===== src/rtl/cut_bist_ctrl.sv =====
`default_nettype none
// ============================================================================
//  Module      : cut_bist_ctrl
//  Description : BIST sequencer for one combinational benchmark circuit.
//                An LFSR drives PATTERN_CNT pseudo-random vectors onto the
//                CUT inputs, a MISR compacts the (optionally delayed) CUT
//                responses, and the final signature is compared against a
//                golden value supplied by the harness.
//  Revision    : 1.0 - initial release
// ============================================================================
module cut_bist_ctrl #(
  parameter int               IN_W        = 27,
  parameter int               OUT_W       = 27,
  parameter int               PATTERN_CNT = 1024,
  parameter int               CUT_LAT     = 0,
  parameter logic [IN_W-1:0]  LFSR_TAPS   = 27'h4000013,
  parameter logic [OUT_W-1:0] MISR_TAPS   = 27'h4000013,
  parameter logic [IN_W-1:0]  SEED        = 27'h0000001
) (
  input  logic             clk,
  input  logic             rst_n,
  input  logic             start,
  input  logic             abort,
  input  logic [OUT_W-1:0] golden,
  output logic [IN_W-1:0]  cut_in,
  input  logic [OUT_W-1:0] cut_out,
  output logic             busy,
  output logic             done,
  output logic [OUT_W-1:0] signature,
  output logic             pass
);

  localparam int              CNT_W    = $clog2(PATTERN_CNT + 1);
  localparam int              PIPE_W   = (CUT_LAT > 0) ? CUT_LAT : 1;
  localparam logic [CNT_W-1:0] CNT_LAST = CNT_W'(PATTERN_CNT - 1);
  localparam logic [1:0]      LAT_LAST = 2'((CUT_LAT > 0) ? CUT_LAT - 1 : 0);
  // An all-zero seed would lock the LFSR, so it is replaced by 1.
  localparam logic [IN_W-1:0] SEED_EFF = (SEED == '0) ? IN_W'(1) : SEED;

  typedef enum logic [1:0] {
    S_IDLE  = 2'd0,
    S_RUN   = 2'd1,
    S_DRAIN = 2'd2,
    S_DONE  = 2'd3
  } state_t;

  state_t            r_state;
  state_t            w_next;
  logic [IN_W-1:0]   r_lfsr;
  logic [OUT_W-1:0]  r_misr;
  logic [CNT_W-1:0]  r_cnt;
  logic [1:0]        r_dcnt;
  logic [OUT_W-1:0]  r_sig;
  logic              r_pass;
  logic              w_cap_valid;
  logic              w_start_ok;
  logic [IN_W-1:0]   w_lfsr_next;
  logic [OUT_W-1:0]  w_misr_next;

  // start is only honoured between runs, and abort overrides it.
  assign w_start_ok  = start && !abort && ((r_state == S_IDLE) || (r_state == S_DONE));
  assign w_lfsr_next = {r_lfsr[IN_W-2:0], ^(r_lfsr & LFSR_TAPS)};
  assign w_misr_next = {r_misr[OUT_W-2:0], ^(r_misr & MISR_TAPS)} ^ cut_out;

  // Response qualifier: for a combinational CUT the response is taken in the
  // same cycle as the vector; otherwise a valid bit follows each vector
  // through a CUT_LAT-deep shift pipe.
  generate
    if (CUT_LAT == 0) begin : g_lat0
      assign w_cap_valid = (r_state == S_RUN);
    end else begin : g_latn
      logic [PIPE_W-1:0] r_vpipe;

      // Shift a valid token in for every applied vector; abort flushes it.
      always_ff @(posedge clk or negedge rst_n) begin
        if (!rst_n) begin
          r_vpipe <= '0;
        end else if (abort) begin
          r_vpipe <= '0;
        end else begin
          r_vpipe <= (r_vpipe << 1) | PIPE_W'(r_state == S_RUN);
        end
      end

      assign w_cap_valid = r_vpipe[PIPE_W-1];
    end
  endgenerate

  // State register.
  always_ff @(posedge clk or negedge rst_n) begin
    if (!rst_n) begin
      r_state <= S_IDLE;
    end else begin
      r_state <= w_next;
    end
  end

  // Next-state logic; a start in DONE chains straight into the next run.
  always_comb begin
    w_next = r_state;
    case (r_state)
      S_IDLE:  if (start) w_next = S_RUN;
      S_RUN:   if (r_cnt == CNT_LAST) w_next = (CUT_LAT == 0) ? S_DONE : S_DRAIN;
      S_DRAIN: if (r_dcnt == LAT_LAST) w_next = S_DONE;
      S_DONE:  w_next = start ? S_RUN : S_IDLE;
      default: w_next = S_IDLE;
    endcase
    if (abort) begin
      w_next = S_IDLE;
    end
  end

  // Drain counter: cycles spent in DRAIN waiting for the last responses.
  always_ff @(posedge clk or negedge rst_n) begin
    if (!rst_n) begin
      r_dcnt <= '0;
    end else if (r_state != S_DRAIN) begin
      r_dcnt <= '0;
    end else begin
      r_dcnt <= r_dcnt + 2'd1;
    end
  end

  // Pattern generator, signature compactor and result registers.
  always_ff @(posedge clk or negedge rst_n) begin
    if (!rst_n) begin
      r_lfsr <= SEED_EFF;
      r_misr <= '0;
      r_cnt  <= '0;
      r_sig  <= '0;
      r_pass <= 1'b0;
    end else if (abort) begin
      r_pass <= 1'b0;
    end else if (w_start_ok) begin
      r_lfsr <= SEED_EFF;
      r_misr <= '0;
      r_cnt  <= '0;
      r_sig  <= '0;
      r_pass <= 1'b0;
    end else begin
      if (r_state == S_RUN) begin
        r_lfsr <= w_lfsr_next;
        r_cnt  <= r_cnt + CNT_W'(1);
      end
      if (w_cap_valid) begin
        r_misr <= w_misr_next;
      end
      if (r_state == S_DONE) begin
        r_sig  <= r_misr;
        r_pass <= (r_misr == golden);
      end
    end
  end

  // In the DONE cycle the result is presented directly from the MISR so it
  // is visible together with the done pulse; afterwards the registered copy.
  assign busy      = (r_state == S_RUN) || (r_state == S_DRAIN);
  assign done      = (r_state == S_DONE);
  assign cut_in    = (r_state == S_RUN) ? r_lfsr : '0;
  assign signature = done ? r_misr : r_sig;
  assign pass      = done ? (r_misr == golden) : r_pass;

endmodule
`default_nettype wire


===== config.mk =====
export PLATFORM = sky130hd
export DESIGN_NAME = cut_bist_ctrl
export DESIGN_NICKNAME = d
export VERILOG_FILES = /design/src/rtl/cut_bist_ctrl.sv
export SDC_FILE = /design/constraint.sdc
export NUM_CORES = 1
export LEC_CHECK = 0
export BUFFER_PORTS_ARGS = -buffer_cell sky130_fd_sc_hd__buf_2
export CAP_MARGIN = 20
export CORE_AREA = 2 2 98 119
export DETAILED_ROUTE_END_ITERATION = 16
export DIE_AREA = 0 0 100 121
export PLACE_DENSITY = 0.71
export SETUP_SLACK_MARGIN = 0.05
export SLEW_MARGIN = 5
export SYNTH_ARGS = -nofsm -noshare
export SYNTH_HDL_FRONTEND = slang
export SYNTH_SLANG_ARGS = --single-unit

===== constraint.sdc =====
create_clock -name clk -period 1.7 [get_ports clk]
set_input_delay 0.34 -clock clk [delete_from_list [all_inputs] [get_ports clk]]
set_output_delay 0.34 -clock clk [all_outputs]
set_load 0.005 [all_outputs]

# Yosys cells after proc, flatten, opt, wreduce, memory -nomap -nowiden
# Index checks and enable logic that the tools add are counted.
dict set report word_totals {
  out_inout_bits 57
  ff_bits 97
  wordCells 51
}
dict set report classes {
  muxes 19
  n_bitwise 2
  n_eq_ne 9
  add_sub_neg 2
  reduce_logical 12
}
# op count
set ops {}
lappend ops {{27-bit 2-to-1 mux} 7}
lappend ops {{27-bit XOR reduction} 2}
lappend ops {{27-bit equality test} 1}
lappend ops {{27-bit XOR} 1}
lappend ops {{11-bit 2-to-1 mux} 2}
lappend ops {{11-bit by 1-bit adder with 11-bit output, second input constant} 1}
lappend ops {{11-bit by 10-bit equality test with 1-bit output, second input constant} 1}
lappend ops {{2-bit 2-to-1 mux} 5}
lappend ops {{2-bit case mux with 4 select lines} 1}
lappend ops {{3-bit inequality test, second input constant} 2}
lappend ops {{2-bit equality test, second input constant} 2}
lappend ops {{2-bit zero test} 2}
lappend ops {{1-bit 2-to-1 mux} 4}
lappend ops {{3-bit by 2-bit inequality test with 1-bit output, second input constant} 1}
lappend ops {{3-bit AND reduction} 1}
lappend ops {{2-bit by 1-bit adder with 2-bit output, second input constant} 1}
lappend ops {{2-bit by 1-bit equality test with 1-bit output, second input constant} 1}
lappend ops {{1-bit logical AND} 2}
lappend ops {{1-bit logical OR} 2}
lappend ops {{2-bit inequality test, second input constant} 1}
lappend ops {{2-bit AND reduction} 1}
lappend ops {{2-bit nonzero test} 1}
lappend ops {{1-bit zero test} 1}
lappend ops {{1-bit NOT} 1}

# Depth between registers and ports, before layout
# Gate-level depths: netlist (run 1).
dict set report depth {
  ltp_word 5
  depth_mapped 9
  depth_no_buf 6
}

# Least setup slack after synthesis (run 1)
# Ideal clock, no wire load.
dict set report synth_timing {
  path_type {register to output}
  start {register r_state[1]}
  end {output pass}
  path_stages_with_launch 6
  setup_slack_ns -0.197
  path_buffers 1
  arrival_ns 1.557
  cell_sequence {dfrtp_1 > ha_1 > buf_2 > nand4_1 > or4_1 > o21bai_1}
}
dict set report synth_between {
  elab_chain_len 2
}
# element line
set synth_lines {}
lappend synth_lines {{from (decl)} 47} ;# state_t r_state;
lappend synth_lines {{from (signal assigned)} 94} ;# r_state <= w_next;
lappend synth_lines {{2-bit equality test} 158} ;# assign done = (r_state == S_DONE);
lappend synth_lines {{net done} 28} ;# output logic done,
lappend synth_lines {{1-bit 2-to-1 mux} -}
lappend synth_lines {{to (decl)} 30} ;# output logic pass
# The timed path passes the listed nets, and every way through them passes these cells.

# Worst setup path in the final report (run 1)
dict set report layout_timing {
  start {register r_misr[4]}
  end {output pass}
}
dict set report layout_between {
  elab_chain_len 2
}
# element line
set layout_lines {}
lappend layout_lines {{from (decl)} 50} ;# logic [OUT_W-1:0] r_misr;
lappend layout_lines {{from (signal assigned)} 146} ;# r_misr <= w_misr_next;
lappend layout_lines {{27-bit equality test} 161} ;# assign pass = done ? (r_misr == golden) : r_pass;
lappend layout_lines {{1-bit 2-to-1 mux} -}
# Every way passes these cells.

==> flow_summary.ini, run 1 <==
[status]
status = finished with violations
violations = negative setup slack

[pwr]
internal-power_mw = 7.518
sw_frac_of_total_pct = 36.86
p_comb_share_pct = 56.6
power.switching_mw = 4.389
power_leakage_nw = 3.881
power.density_nw_per_um2 = 1463
total_power_mw = 11.91
ir_worst_vdd_mv = 0.9132
p_seq_share_pct = 27.1
clock_power_share_pct = 16.3

[place]
place_congestion = 0.9226
hpwl_um = 9216
place_ws_ns = -0.3134
port_buffers = 114
dpl_cell_area_um2 = 5995

[yosys]
synthesis.area_um2 = 4852
syn_avg_cell_area_um2 = 11.08
synthDistinctLibCells = 44
synth-warning-count = 0
ys_seq_area_share_pct = 50.05
synth_nets = 503
synth.largest_area_cell = dfrtp_1
netlist_instances = 438
ys_top_cells_by_area = dfrtp_1, a22o_1, xnor2_1
synth-seq-cells = 97
yosysTopAreaCellShare_pct = 49.51

[layout]
antennaDiodeCount = 0
n_fill_cell = 660
drive_gt1_share_pct = 57.81
finalInstanceArea_um2 = 8140
area_delta_synth_final_pct = 67.77
nets = 719

[drt]
viasPerCell = 5.674
wl_per_cell_um = 21.78
num_vias = 4488
dr.pass1.iters = 5
finalWirelength_um = 17230
ant_nets = 0
drc = 0
first_iter_violations = 211

[sta]
drv_slew = 0
hold_viol = 0
grt_setup_unrepaired = yes
worst_pin_slew_ns = 0.4997
setup_slack_ns = -0.5312
slew_headroom_pct = 66.69
fin_crit_sh_pct = 131.2
fin_worst_skew_ns = 0.006602
whs_ns = 0.2629
setup_viol = 151
max_freq_mhz = 448.2
period_minus_slack_ns = 2.231

[global_routing]
overflow = 0
grt_pass1_vias = 4498
antenna_found_initial = 0
grt_max_degree = 35
grt_pass1_wl_um = 23900
track_usage_pct = 26.02

[hold_path]
hp-class = in -> reg

[cts]
clock_sinks = 97
clock_latency_ns = 0.35
root_buffer = clkbuf_16
cts.path.max_buffers = 2
htreeDepth = 3
cts_buffers = 9
path_clk_slew_ns = 0.07
cts_tree = built

[floorplan]
die-area_um2 = 12100
initial_utilization_pct = 44.39
die_width_um = 100
die_h_um = 121
core-area_um2 = 10930
rows = 42
io-pin-count = 115

[critical_path]
critical_path_class = reg -> out
critical_path_arrival_ns = 1.89
end_kind = output port
worstSetupStartpointType = flop
cp_data_required_time_ns = 1.36
cp_max_fo = 2

[run]
cap_violations = 0
-- cell usage in the layout, fill, tap and decap left out, types with 12 or more instances in the layout --
cell,count
o21ai_2,17
mux2_4,26
dfrtp_1,96
buf_2,62
o21ai_1,12
and2_4,23
nand2_2,17
buf_12,13
buf_4,52
xor2_1,15
a22o_1,53
xnor2_1,38
buf_6,84
clkbuf_16,12
-- routing by layer --
metal | GRT usage, % | share of wire [%] | vias to the layer above
met4 | 13.78 | 4.0 | 0
li1 | - | - | 1979
met3 | 4.608 | 4.7 | 55
met1 | 33.07 | 39 | 2265
met5 | 0 | 0 | -
met2 | 42.36 | 52 | 189
-- metrics by stage --
| step | setup TNS, ns | std cells | util [%] |
|---|---|---|---|
| 2_1_floorplan | -0.01349 | 438 | - |
| 3_3_place_gp | -0.5829 | 714 | 54.84 |
| 3_5_place_dp | -1.492 | 714 | 54.84 |
| 4_1_cts | -29.85 | 775 | 68.74 |
| 5_1_grt | -40.53 | 791 | 74.47 |
| 6_report | -34.73 | 791 | 74.47 |
-- synthesized netlist by cell type (all sizes together) --
cell and instances:
dfrtp 96, a22o 53, xnor2 45, nand2 39
o21ai 34, and2 29, mux2 27, buf 16
xor2 16, inv 12, clkbuf 10, ha 7
a21oi 6, nand4 6, nor2 6, or3 4
nand3 3, nor4 3, o2111ai 3, o211ai 3
o22ai 3, or4 3, and3 2, nor2b 2
a211o 1, a22oi 1, dfstp 1, nand2b 1
o21bai 1, o311a 1, o31ai 1, o41a 1
o41ai 1, or2b 1
-- logic make-up (layout without fill, tap and decap cells) --
logic type,Yosys count,count (layout),share of synthesized area (%)
flops,97,97,50.05
xor+xnor,61,61,11.01
fa+ha+maj,7,7,1.805
compound gates,109,109,16.79
mux,27,27,6.266
buf+inv,38,259,3.481
simple gates,99,99,10.60
-- power by group through the flow --
stage	clock network, mW	logic, mW	registers (mW)
floorplan	0	1.93	3.23
finish	1.94	6.74	3.23
global placement	0	3.45	3.17
detailed placement	0	3.53	3.19
CTS	1.94	5.79	3.18
global route	2.04	7.08	3.27
-- state kept, by name, summed over array words and instances, names as in the netlist --
register,cells
r_lfsr,27
r_pass,1
r_sig,27
r_cnt,11
r_misr,27
r_dcnt,2
r_state,2
-- critical path: stages, from the launching register on --
cell and delay (ns):
dfrtp_1 0.43, xnor2_2 0.20, nand4_1 0.11, or4_4 0.52, o21bai_1 0.15, buf_2 0.13
-- what timing repair did --
action,in CTS,in global routing
cloned,15,4
gates resized for setup,177,128
buffers inserted,30,22
hold buffers,1,0
pin swaps,78,36
endpoints found under the setup margin,149,152
hold endpoints to repair,28,0
-- worst paths after layout --
path / from / endpoint / slack (ns) / depth (start not counted)
hold / removal: cut_out[23] / r_misr[23] / 0.26 / 3
setup reg to reg: r_state[1] / r_cnt[9] / -0.27 / 8
setup / recovery: r_misr[4] / pass / -0.53 / 5
hold reg to reg: r_dcnt[0] / r_dcnt[0] / 0.42 / 1
min in group asynchronous: rst_n / r_lfsr[21] / 0.50 / 2
max in group asynchronous: rst_n / r_lfsr[19] / 0.61 / 3
-- layout make-up --
class                           count  area [um^2]  share of cell area (%)
Inverter                           12        52.55                  0.6456
Multi-Input combinational cell    303         2863                   35.17
Timing Repair Buffer              231         2357                   28.96
Tap cell                          132        165.2                   2.029
Clock buffer                       12        246.5                   3.028
Clock inverter                      4        27.53                  0.3381
Sequential cell                    97         2429                   29.83
No activity file was read; power rests on OpenSTA's default activity.
==> run 2: changes to the inputs <==
Settings changed: ABC_AREA set to 1, CORE_AREA 2 2 98 119 to 2 2 102 124, DIE_AREA 0 0 100 121 to 0 0 104 126, PLACE_DENSITY 0.71 to 0.7.
==> run 2 against run 1 <==
  * The run still ends with negative setup slack left
  * Core utilization is 14 points lower
  * Routed wire length is 14% lower
  * Sequential power fell by 1%
  * Highest routed layer unchanged
  * Worst hold slack better by 0.024 ns
  * Register-to-register slack improved by 0.16 ns
  * Via count increased by 13%
  * First-iteration DRC count increased by 27%
  * Synthesized area increased by 8.8%
  * Clock skew is 0.0022 ns higher
  * Setup slack better by 0.19 ns
==> flow_summary.ini, run 2 <==
[yosys]
synth-adder-area-share_pct = 1.659
synth-compound-area-share_pct = 13.70
synthesis.area_um2 = 5279
synth_nets = 758
synth_flop_cell = dfrtp_1
synthDistinctLibCells = 32
synth_edf_count = 0
synth.largest_area_cell = dfrtp_1
async_flop_share_pct = 100.0
yosysTopAreaCellShare_pct = 45.51
netlist_instances = 693
ys_top_cells_by_area = dfrtp_1, nand2_1, inv_1
synth-simple-area-share_pct = 20.55
syn_avg_cell_area_um2 = 7.617
ys_seq_area_share_pct = 46.01
post-synth-top-count-cell = nand2_1
synth-seq-cells = 97
synth-xor-area-share_pct = 5.309
synth-warning-count = 0
synth_top_family_by_area = simple AND/OR/NAND/NOR gates
synthTopCellsByCount = nand2_1, inv_1, dfrtp_1, o21ai_0, o21ai_1
synthMuxAreaShare_pct = 0

[place]
place_congestion = 0.8355
hpwl_um = 9767
port_buffers = 114

[floorplan]
die_h_um = 126
rows = 44
core-area_um2 = 11890
io-pin-count = 115
initial_utilization_pct = 44.39
die-area_um2 = 13100
die_width_um = 104

[global_routing]
grt_pass1_vias = 4795
grt_pass1_wl_um = 23140
antenna_found_initial = 1
grt_max_degree = 37
overflow = 0
track_usage_pct = 21.78

[cts]
clock_sinks = 97
clock_latency_ns = 0.35
htreeDepth = 3
root_buffer = clkbuf_16
cts_tree = built
path_clk_slew_ns = 0.07
cts.path.max_buffers = 2
cts_buffers = 9

[sta]
hold_viol = 0
setup_tns_ns = -13.96
fin_worst_skew_ns = 0.008821
setup_slack_ns = -0.3416
worst_pin_slew_ns = 0.3706
grt_setup_unrepaired = yes
period_minus_slack_ns = 2.042
slew_headroom_pct = 75.29
drv_slew = 0
setup_viol = 116
max_freq_mhz = 489.8
fin_crit_sh_pct = 120.1

[drt]
num_vias = 5067
wl_per_cell_um = 14.49
dr.pass1.iters = 6
finalWirelength_um = 14840
drc = 0
ant_nets = 0
first_iter_violations = 269
viasPerCell = 4.948

[hold_path]
hp-class = in -> reg

[layout]
largestRegisters = r_lfsr x27, r_misr x27, r_sig x27
final_cell_mix = nand2_1, inv_1, buf_2, dfrtp_1, buf_4
antennaDiodeCount = 0
n_fill_cell = 1066
nets = 923
area_delta_synth_final_pct = 36.74
multiInputGateArea_um2 = 2480
final_util_pct = 60.70
layout_commonest_cell = nand2_1
drive_gt1_share_pct = 30.13
layout.area.seq_um2 = 2429

[critical_path]
critical_path_arrival_ns = 1.70
end_kind = output port
critical_path_class = reg -> out
cp_data_required_time_ns = 1.36
path_cells = ha_4 -> buf_4 -> buf_8 -> clkbuf_16 -> o21ai_4 -> buf_2
worstSetupStartpointType = flop
cp_max_fo = 5
worst_path_largest_cell_delay_ns = 0.43
crit_slowest_cell = dfrtp_1

[pwr]
power.density_nw_per_um2 = 1365
total_power_mw = 9.855
ir_worst_vdd_mv = 0.6646
power_leakage_nw = 3.848

[status]
status = finished with violations
violations = negative setup slack

[run]
cap_violations = 0
-- run 2: cell count changes after synthesis, moves of 30 or more --
cell,before,now
a22o_1,53,1
o21ai_1,4,37
nand2_1,39,190
o21ai_0,29,59
nand3_1,3,34
inv_1,11,130
-- run 2: layer usage --
metal / track usage [%] / wire length [um] / up-vias
li1: - / - / 2478
met1: 28.01 / 6303 / 2381
met2: 37.19 / 7385 / 178
met3: 3.623 / 796 / 30
met4: 7.711 / 351 / 0
met5: 0 / 0 / -
-- run 2: critical path, delay by kind of cell (launching register included) --
kind	cells	cell delay (ns)
fa+ha+maj	1	0.20
compound gates	1	0.15
flops	1	0.43
buf+inv	4	0.57
-- run 2: worst paths after layout --
check	start	end	slack [ns]	depth (start not counted)
max in group asynchronous	rst_n	r_lfsr[0]	0.68	3
min in group asynchronous	rst_n	r_sig[22]	0.45	2
setup / recovery	r_state[0]	signature[5]	-0.34	6
hold / removal	cut_out[0]	r_misr[0]	0.29	3
hold reg to reg	r_dcnt[0]	r_dcnt[0]	0.42	1
setup reg to reg	r_state[0]	r_cnt[9]	-0.11	12
-- run 2: what timing repair did --
action / 4_1_cts / 5_1_grt
setup buffers: 11 / 17
endpoints found under the hold margin: 21 / 0
pin swaps: 9 / 26
hold buffers: 1 / 0
setup endpoints to repair: 102 / 150
gates resized for setup: 50 / 62
cloned: 1 / 2
-- run 2: per-stage QoR --
stage	hold slack (ns)	cells	setup slack, ns	instance area [um^2]
after global routing	0.2973	1024	-0.3948	7218
after floorplan	0.04441	693	0.05911	5291
after detailed placement	0.2769	976	0.002761	6231
after CTS	0.2817	1005	-0.2806	6783
after global placement	0.2746	976	0.01584	6231
final	0.2872	1024	-0.3416	7218
-- run 2: kinds of logic (layout without fill, tap and decap cells) --
group                    Yosys count  count (layout)
buffers and inverters            161             331
AO/OA/AOI/OAI                    134             134
adder cells (fa/ha/maj)            7               7
XOR/XNOR                          32              32
flip-flops                        97              97
AND/OR/NAND/NOR                  262             262
-- run 2: layout make-up --
type,instances,area share [%]
Clock buffer,14,3.657
Clock inverter,2,0.8320
Inverter,133,7.142
Multi-Input combinational cell,435,34.36
Sequential cell,97,33.65
Tap cell,161,2.791
Timing Repair Buffer,182,17.58
-- run 2: power by group --
part / total [mW] / switching, mW / leakage [nW] / internal [mW]
registers: 3.19 / 0.402 / 1.32 / 2.79
clock network: 2.25 / 0.877 / 0.157 / 1.37
logic: 4.41 / 2.38 / 2.37 / 2.03
==> run 3: changes to the inputs <==
Settings changed: GPL_ROUTABILITY_DRIVEN set to 0, PLACE_DENSITY 0.7 to 0.67.
Clock period 1.7 ns to 1.9 ns, I/O delays scaled along.
==> run 3 against run 2 <==
  * Critical endpoint is now signature[20]
  * Total power down 3.5%
  * Largest cell class unchanged
  * The flow still finishes with violations (negative setup slack)
  * Largest power group unchanged
  * Highest routed layer is now met5
  * Via count is 3.6% higher
  * Routed wire length grew 11%
==> flow_summary.ini, run 3 (synthesis gave the netlist of run 2 again) <==
[critical_path]
critPathTopFamily = buffers and inverters
critical_path_class = reg -> out
worst_path_largest_cell_delay_ns = 0.43
end_kind = output port
rr_worst_depth = 14
worstSetupStartpointType = flop
path_buf_inv = 4
worstReg2RegEnd = r_lfsr[0]
critical_path_arrival_ns = 1.74
timing.rr.start = r_state[1]
r2r_setup_slack_ns = -0.07
crit_slowest_cell = dfrtp_1
cp_data_required_time_ns = 1.52
path_cells = ha_4 -> buf_4 -> buf_8 -> clkbuf_16 -> o21ai_4 -> buf_2
cp_max_fo = 8

[global_routing]
grt_pass1_wl_um = 23090
antenna_found_initial = 3
track_usage_pct = 22.01
overflow = 0
grt_pass1_vias = 4805
grt_max_degree = 59

[pwr]
power.density_nw_per_um2 = 1224
p_seq_share_pct = 30.9
power.switching_mw = 3.732
power_leakage_nw = 4.030
total_power_mw = 9.511
internal-power_mw = 5.778
clock_power_share_pct = 19.0
sw_frac_of_total_pct = 39.24
ir_worst_vdd_mv = 0.6135
p_comb_share_pct = 50.0

[status]
violations = negative setup slack
status = finished with violations

[place]
dpl_cell_area_um2 = 6048
hpwl_um = 9820
port_buffers = 114
dp.cells = 955
place_ws_ns = 0.03198

[cts]
clock_latency_ns = 0.35
root_buffer = clkbuf_16
cts.path.max_buffers = 2
path_clk_slew_ns = 0.07
clock_sinks = 97
htreeDepth = 3
cts_tree = built
cts_buffers = 9

[hold_path]
hp-class = in -> reg
hold_end = r_misr[0]
worstHoldStart = cut_out[0]
min_path_cells = 4

[sta]
worst_pin_slew_ns = 0.3542
fin_crit_sh_pct = 111.6
setup_tns_ns = -5.107
fin_worst_skew_ns = 0.01096
grt_setup_unrepaired = yes
whs_ns = 0.3075
max_freq_mhz = 471.6
drv_slew = 0
hold_viol = 0
period_minus_slack_ns = 2.121
setup_slack_ns = -0.2205
slew_headroom_pct = 76.39
setup_viol = 74

[layout]
largestRegisters = r_lfsr x27, r_misr x27, r_sig x27
nets = 923
drive_gt1_share_pct = 41.42
final_cell_mix = nand2_1, inv_1, buf_2, dfrtp_1, nand2_2
layout.area.seq_um2 = 2436
layout_commonest_cell = nand2_1
n_fill_cell = 967
instances_no_fill = 1025
area_delta_synth_final_pct = 47.21
finalInstanceArea_um2 = 7771
multiInputGateArea_um2 = 2825
final_util_pct = 65.35

[drt]
num_vias = 5249
ant_nets = 0
dr.pass1.iters = 5
finalWirelength_um = 16460
wl_per_cell_um = 16.06
viasPerCell = 5.121
drc = 0
first_iter_violations = 258

[floorplan]
initial_utilization_pct = 44.39
die_h_um = 126
die-area_um2 = 13100
io-pin-count = 115
rows = 44
die_width_um = 104
core-area_um2 = 11890

[run]
cap_violations = 0
[run 3: changes by cell type in the layout (fill, tap and decap cells not counted), sizes merged, moves of 2 or more]
| cell | before | now |
|---|---|---|
| diode | 0 | 2 |
| buf | 179 | 172 |
| clkinv | 0 | 5 |
| clkbuf | 16 | 18 |
[run 3: cell type report]
type	instances	area share, %
antenna	2	0.06440
timing repair buffer	182	19.32
sequential	97	31.35
multi-input combinational	435	36.35
clock buffer	9	2.898
clock inverter	6	0.7728
tap	161	2.592
inverter	133	6.650
[run 3: worst max path at each step]
stage | startpoint | end | slack (ns) | cells past startpoint
floorplan | r_state[0] | pass | 0.22 | 10
global placement | golden[23] | pass | 0.07 | 11
detailed placement | r_state[0] | r_lfsr[22] | 0.03 | 9
CTS | r_misr[1] | pass | -0.17 | 11
global route | r_misr[24] | pass | -0.29 | 11
finish | r_state[0] | signature[20] | -0.22 | 6
[run 3: layer usage]
metal | up-vias | GRT usage, % | part of all wire, %
met5 | - | 0 | 0.097
met4 | 2 | 8.188 | 2.4
met3 | 33 | 4.555 | 5.9
met2 | 183 | 38.08 | 51
met1 | 2539 | 27.17 | 41
li1 | 2492 | - | -
[run 3: power groups by stage]
stage	registers, mW	clock network [mW]	logic, mW
after floorplan	2.83	0	1.91
after global placement	2.93	0	2.60
after detailed placement	2.95	0	2.68
after CTS	2.90	1.83	3.21
after global routing	2.99	1.93	5.10
final	2.94	1.81	4.76
[run 3: timing repair]
| action | CTS | global route |
|---|---|---|
| buffers inserted | 12 | 29 |
| hold endpoints to repair | 11 | 0 |
| hold buffers | 1 | 0 |
| resized for setup | 56 | 207 |
| setup endpoints to repair | 73 | 113 |
| cloned | 2 | 12 |
| pin swaps | 13 | 25 |
[run 3: tightest hold or removal path, cell delays in order]
cell     delay, ns
buf_2         0.09
nand2_1       0.05
nand2_1       0.05
o22ai_1       0.06
